### config.mk
export PLATFORM = sky130hd
export DESIGN_NAME = poci_master
export DESIGN_NICKNAME = d
export VERILOG_FILES = /design/src/rtl/poci_master.sv
export SDC_FILE = /design/constraint.sdc
export NUM_CORES = 1
export LEC_CHECK = 0
export CORE_MARGIN = 1
export CORE_UTILIZATION = 45
export CTS_CLUSTER_DIAMETER = 200
export DETAILED_ROUTE_END_ITERATION = 6
export HOLD_SLACK_MARGIN = 0.12
export PLACE_DENSITY = 0.89
export SYNTH_ARGS = -nofsm -noshare
export SYNTH_HDL_FRONTEND = slang
export SYNTH_SLANG_ARGS = --single-unit
export TNS_END_PERCENT = 5
### constraint.sdc
create_clock -name pclk -period 9.9 [get_ports pclk]
set_input_delay 1.98 -clock pclk [delete_from_list [all_inputs] [get_ports pclk]]
set_output_delay 1.98 -clock pclk [all_outputs]
set_load 0.01 [all_outputs]
### src/rtl/poci_master.sv
// POCI bus master: turns one requester transfer into a SETUP/ACCESS bus cycle and returns a response.
// Latency: accept at edge N, SETUP N+1, ACCESS N+2 (+wait states), rsp_valid N+3 at zero wait.
// Backpressure: req_ready only in IDLE; a pending response is held stable until rsp_ready.
module poci_master #(
  parameter int TIMEOUT = 255
) (
  input  logic        pclk,
  input  logic        preset,
  input  logic        req_valid,
  output logic        req_ready,
  input  logic        req_write,
  input  logic [31:0] req_addr,
  input  logic [31:0] req_wdata,
  output logic        rsp_valid,
  input  logic        rsp_ready,
  output logic [31:0] rsp_rdata,
  output logic        rsp_err,
  output logic        rsp_timeout,
  output logic [31:0] paddr,
  output logic        pwrite,
  output logic [31:0] pwdata,
  output logic        psel,
  output logic        penable,
  input  logic [31:0] prdata,
  input  logic        pready,
  input  logic        pslverr
);

  typedef enum logic [1:0] {
    IDLE   = 2'd0,
    SETUP  = 2'd1,
    ACCESS = 2'd2,
    RESP   = 2'd3
  } state_t;

  // Last wait-counter value before the transfer is abandoned.
  localparam logic [15:0] WAIT_LAST = 16'(TIMEOUT - 1);

  state_t      state;
  logic [15:0] wait_cnt;

  // Transfer sequencer; every bus and response output is a register.
  always_ff @(posedge pclk or posedge preset) begin
    if (preset) begin
      state       <= IDLE;
      req_ready   <= 1'b1;
      psel        <= 1'b0;
      penable     <= 1'b0;
      pwrite      <= 1'b0;
      paddr       <= 32'd0;
      pwdata      <= 32'd0;
      rsp_valid   <= 1'b0;
      rsp_rdata   <= 32'd0;
      rsp_err     <= 1'b0;
      rsp_timeout <= 1'b0;
      wait_cnt    <= 16'd0;
    end else begin
      case (state)
        IDLE: begin
          if (req_valid) begin
            paddr     <= {req_addr[31:2], 2'b00};
            pwrite    <= req_write;
            pwdata    <= req_wdata;
            psel      <= 1'b1;
            penable   <= 1'b0;
            req_ready <= 1'b0;
            state     <= SETUP;
          end
        end
        SETUP: begin
          penable  <= 1'b1;
          wait_cnt <= 16'd0;
          state    <= ACCESS;
        end
        ACCESS: begin
          // A ready slave wins over the timeout in the same cycle.
          if (pready) begin
            rsp_rdata   <= pwrite ? 32'd0 : prdata;
            rsp_err     <= pslverr;
            rsp_timeout <= 1'b0;
            psel        <= 1'b0;
            penable     <= 1'b0;
            rsp_valid   <= 1'b1;
            state       <= RESP;
          end else if (wait_cnt == WAIT_LAST) begin
            rsp_rdata   <= 32'd0;
            rsp_err     <= 1'b1;
            rsp_timeout <= 1'b1;
            psel        <= 1'b0;
            penable     <= 1'b0;
            rsp_valid   <= 1'b1;
            state       <= RESP;
          end else begin
            wait_cnt <= wait_cnt + 16'd1;
          end
        end
        RESP: begin
          if (rsp_ready) begin
            rsp_valid <= 1'b0;
            req_ready <= 1'b1;
            state     <= IDLE;
          end
        end
        default: state <= IDLE;
      endcase
    end
  end

endmodule
==> flow_summary.json <==
{
  "ys_warn_count": 0,
  "p_seq_share_pct": 34.5,
  "critPathLaunchType": "flop",
  "cp_top_family": "buffers and inverters",
  "die-area_um2": 11200,
  "slew_headroom_pct": 40.9,
  "drv_slew": 0,
  "crit_slowest_cell": "clkdlybuf4s50_1",
  "synthCells": 355,
  "routed_wl_um": 12700,
  "rsz0062_at_grt": "false",
  "cp.arrival_ns": 1.57,
  "drive_above_1_share_pct": 15.4,
  "crit_required_ns": 7.92,
  "peakVddDrop_v": 0.000171,
  "fin_nets": 670,
  "switching_share_pct": 29.8,
  "cts.htree.levels": 4,
  "io_pins": 206,
  "port_buffers": 201,
  "synth-seq-area-share_pct": 61.1,
  "synth_edf_count": 0,
  "gr-total-overflow": 0,
  "initial_core_util_pct": 46.8,
  "worstHoldStart": "paddr[23]$_DFFE_PP0P_",
  "vias": 3755,
  "setup_viol": 0,
  "drtPass1Iterations": 4,
  "critPathMaxStageDelay_ns": 0.54,
  "crit_chain": "clkdlybuf4s50_1",
  "via_per_inst": 5.30,
  "drtIter0Drc": 192,
  "criticalPathCategory": "flop to output pin",
  "row_count": 37,
  "internal-power_mw": 1.68,
  "clock-sinks": 119,
  "fin_crit_sh_pct": 35.9,
  "post_cts_buffers": 0,
  "fmax_ghz": 0.282,
  "place.gp.congestion": 0.868,
  "cts_max_path_buffers": 2,
  "period_minus_slack_ns": 3.55,
  "post_cts_resized": 0,
  "min-delay-path-class": "flop to flop",
  "hold_viol": 0,
  "reg2reg_depth": 5,
  "synth-main-ff-cell": "dfrtp_1",
  "utilization_pct": 73.1,
  "max_slew.worst_pin.slew_ns": 0.880,
  "die_h_um": 106,
  "syn_to_final_growth_pct": 56.2,
  "p_clk_share_pct": 25.6,
  "grt_pass1_wl_um": 20100,
  "leakagePower_nw": 3.28,
  "synthTopCellsByArea": "dfrtp_1 61%, mux2_2 10%, a22o_1 5.8%, mux2_1 4.6%, ha_1 1.8%",
  "worstSetupEndpointType": "output pin",
  "critical_path.max_fanout": 3,
  "p_switching_mw": 0.713,
  "drv_cap": 0,
  "multi_input_area_um2": 1790,
  "path_clk_slew_ns": 0.05,
  "postCtsHoldBufs": 0,
  "reg2reg_slack_ns": 7.35,
  "netlist_area_um2": 4870,
  "syn_avg_cell_area_um2": 13.7,
  "grt_pass1_vias": 4152,
  "p_comb_share_pct": 39.9,
  "synthArstFlopShare_pct": 100,
  "die_w_um": 106,
  "n_fill_cell": 717,
  "ys_types": 48,
  "ys_ff_latch": 119,
  "antenna_found_initial": 0,
  "dp_hpwl_um": 8750,
  "cts_inserted_buffers": 17,
  "clk_latency_ns": 0.51,
  "cts_tree": "yes",
  "setup_tns_ns": 0,
  "coreArea_um2": 10400,
  "track_usage_pct": 23.7,
  "antenna_cells": 0,
  "drc": 0,
  "detail-route-antenna-nets": 0,
  "min_path_cells": 1,
  "routedWlPerCell_um": 17.8,
  "root_buffer": "clkbuf_8",
  "power.density_nw_per_um2": 314,
  "min_to": "paddr[23]$_DFFE_PP0P_",
  "status": "completed",
  "r2r-end": "rsp_rdata[26]$_DFFE_PP0P_",
  "synth_top_area_share_pct": 60.6,
  "regArea_um2": 2980,
  "grt_start_max_net_pins": 64,
  "finalClockSkew_ns": 0.0103,
  "synth_area_leader_cell": "dfrtp_1",
  "regToRegStartpoint": "wait_cnt[11]$_DFFE_PP0P_",
  "path_buf_inv": 1
}
how the worst max path moves through the flow:
stage | startpoint | to | slack (ns) | depth (start not counted)
finish | req_ready$_DFFE_PP1P_ | req_ready | 6.35 | 1
global route | req_ready$_DFFE_PP1P_ | req_ready | 6.27 | 1
CTS | req_ready$_DFFE_PP1P_ | req_ready | 6.32 | 1
detailed placement | pready | wait_cnt[8]$_DFFE_PP0P_ | 5.98 | 5
global placement | req_valid | paddr[31]$_DFFE_PP0P_ | 6.03 | 4
floorplan | preset | paddr[10]$_DFFE_PP0P_ | 4.76 | 1
Yosys cell counts, drive strengths merged (2+ instances only):
library cell  number
clkbuf            16
and3               3
mux2              65
inv                8
a22o              32
nand2b             7
a21oi             11
mux2i              6
nand4              6
nand3              6
nor4               2
ha                 7
nor2b              3
nor2               7
and4               2
or3                3
dfrtp            118
o31ai              2
nor3               2
buf                4
o211ai             2
nand2             12
or4                4
and2               2
o21ai              8
a211oi             2
area by class of cell:
type                       instances  area share [%]
sequential                       119            39.1
timing repair buffer             205            26.8
multi-input combinational        209            23.5
clock buffer                      26            6.80
tap                              136            2.24
clock inverter                     6            1.13
inverter                           8           0.427
placed cells by master (no fill, tap or decap), types with 2 or more instances in the layout:
cell type	n
and4_1	2
clkbuf_8	8
dfrtp_1	118
or4_4	2
nor2_1	6
or4_1	2
ha_1	7
nor2b_1	3
or3_1	3
nand2b_1	7
a21oi_1	11
mux2_1	20
conb_1	2
clkbuf_1	2
o21ai_1	6
clkdlybuf4s50_1	201
inv_1	7
and2_1	2
clkinv_2	2
o31ai_1	2
buf_4	4
o211ai_1	2
clkbuf_16	16
a22o_1	32
nand3_1	6
nor3_1	2
and3_1	3
nand4_1	6
bufinv_16	2
mux2i_1	6
mux2_2	45
nand2_1	11
sequential cells by signal, summed over array words and instances, names as in the netlist:
signal and cells:
penable 1, wait_cnt 16, req_ready 1, paddr 30, rsp_timeout 1, rsp_rdata 32
rsp_err 1, rsp_valid 1, pwrite 1, psel 1, pwdata 32, state 2
logic make-up after synthesis:
group,synth area share [%]
simple gates,7.60
fa+ha+maj,1.80
flops,61.1
other cells,0.0769
compound gates,10.5
xor+xnor,0.180
mux,16.3
buf+inv,2.49
stage by stage:
stage	hold slack, ns	cells	area, µm²	setup WS, ns	power [mW]
3_3_place_gp	0.475	677	7010	6.03	1.74
6_report	0.488	709	7610	6.35	2.39
2_1_floorplan	0.453	356	4880	4.76	1.24
4_1_cts	0.493	709	7610	6.32	2.42
3_5_place_dp	0.481	677	7010	5.98	1.79
5_1_grt	0.508	709	7610	6.27	2.52
per-layer routing:
metal | share of wire (%) | routed length (µm) | global-route usage, % | up-vias
li1 | - | - | - | 1704
met1 | 37 | 4690 | 25.8 | 1866
met2 | 53 | 6690 | 41.3 | 157
met3 | 7.4 | 938 | 7.97 | 28
met4 | 2.6 | 332 | 11.4 | 0
met5 | 0 | 0 | 0 | -
power by group through the flow:
stage / combinational (mW) / sequential (mW) / clock, mW
finish: 0.956 / 0.826 / 0.612
global placement: 0.932 / 0.813 / 0
floorplan: 0.338 / 0.907 / 0
global route: 1.02 / 0.853 / 0.649
detailed placement: 0.960 / 0.826 / 0
CTS: 0.969 / 0.828 / 0.623
No activity file was read; power rests on OpenSTA's default activity.
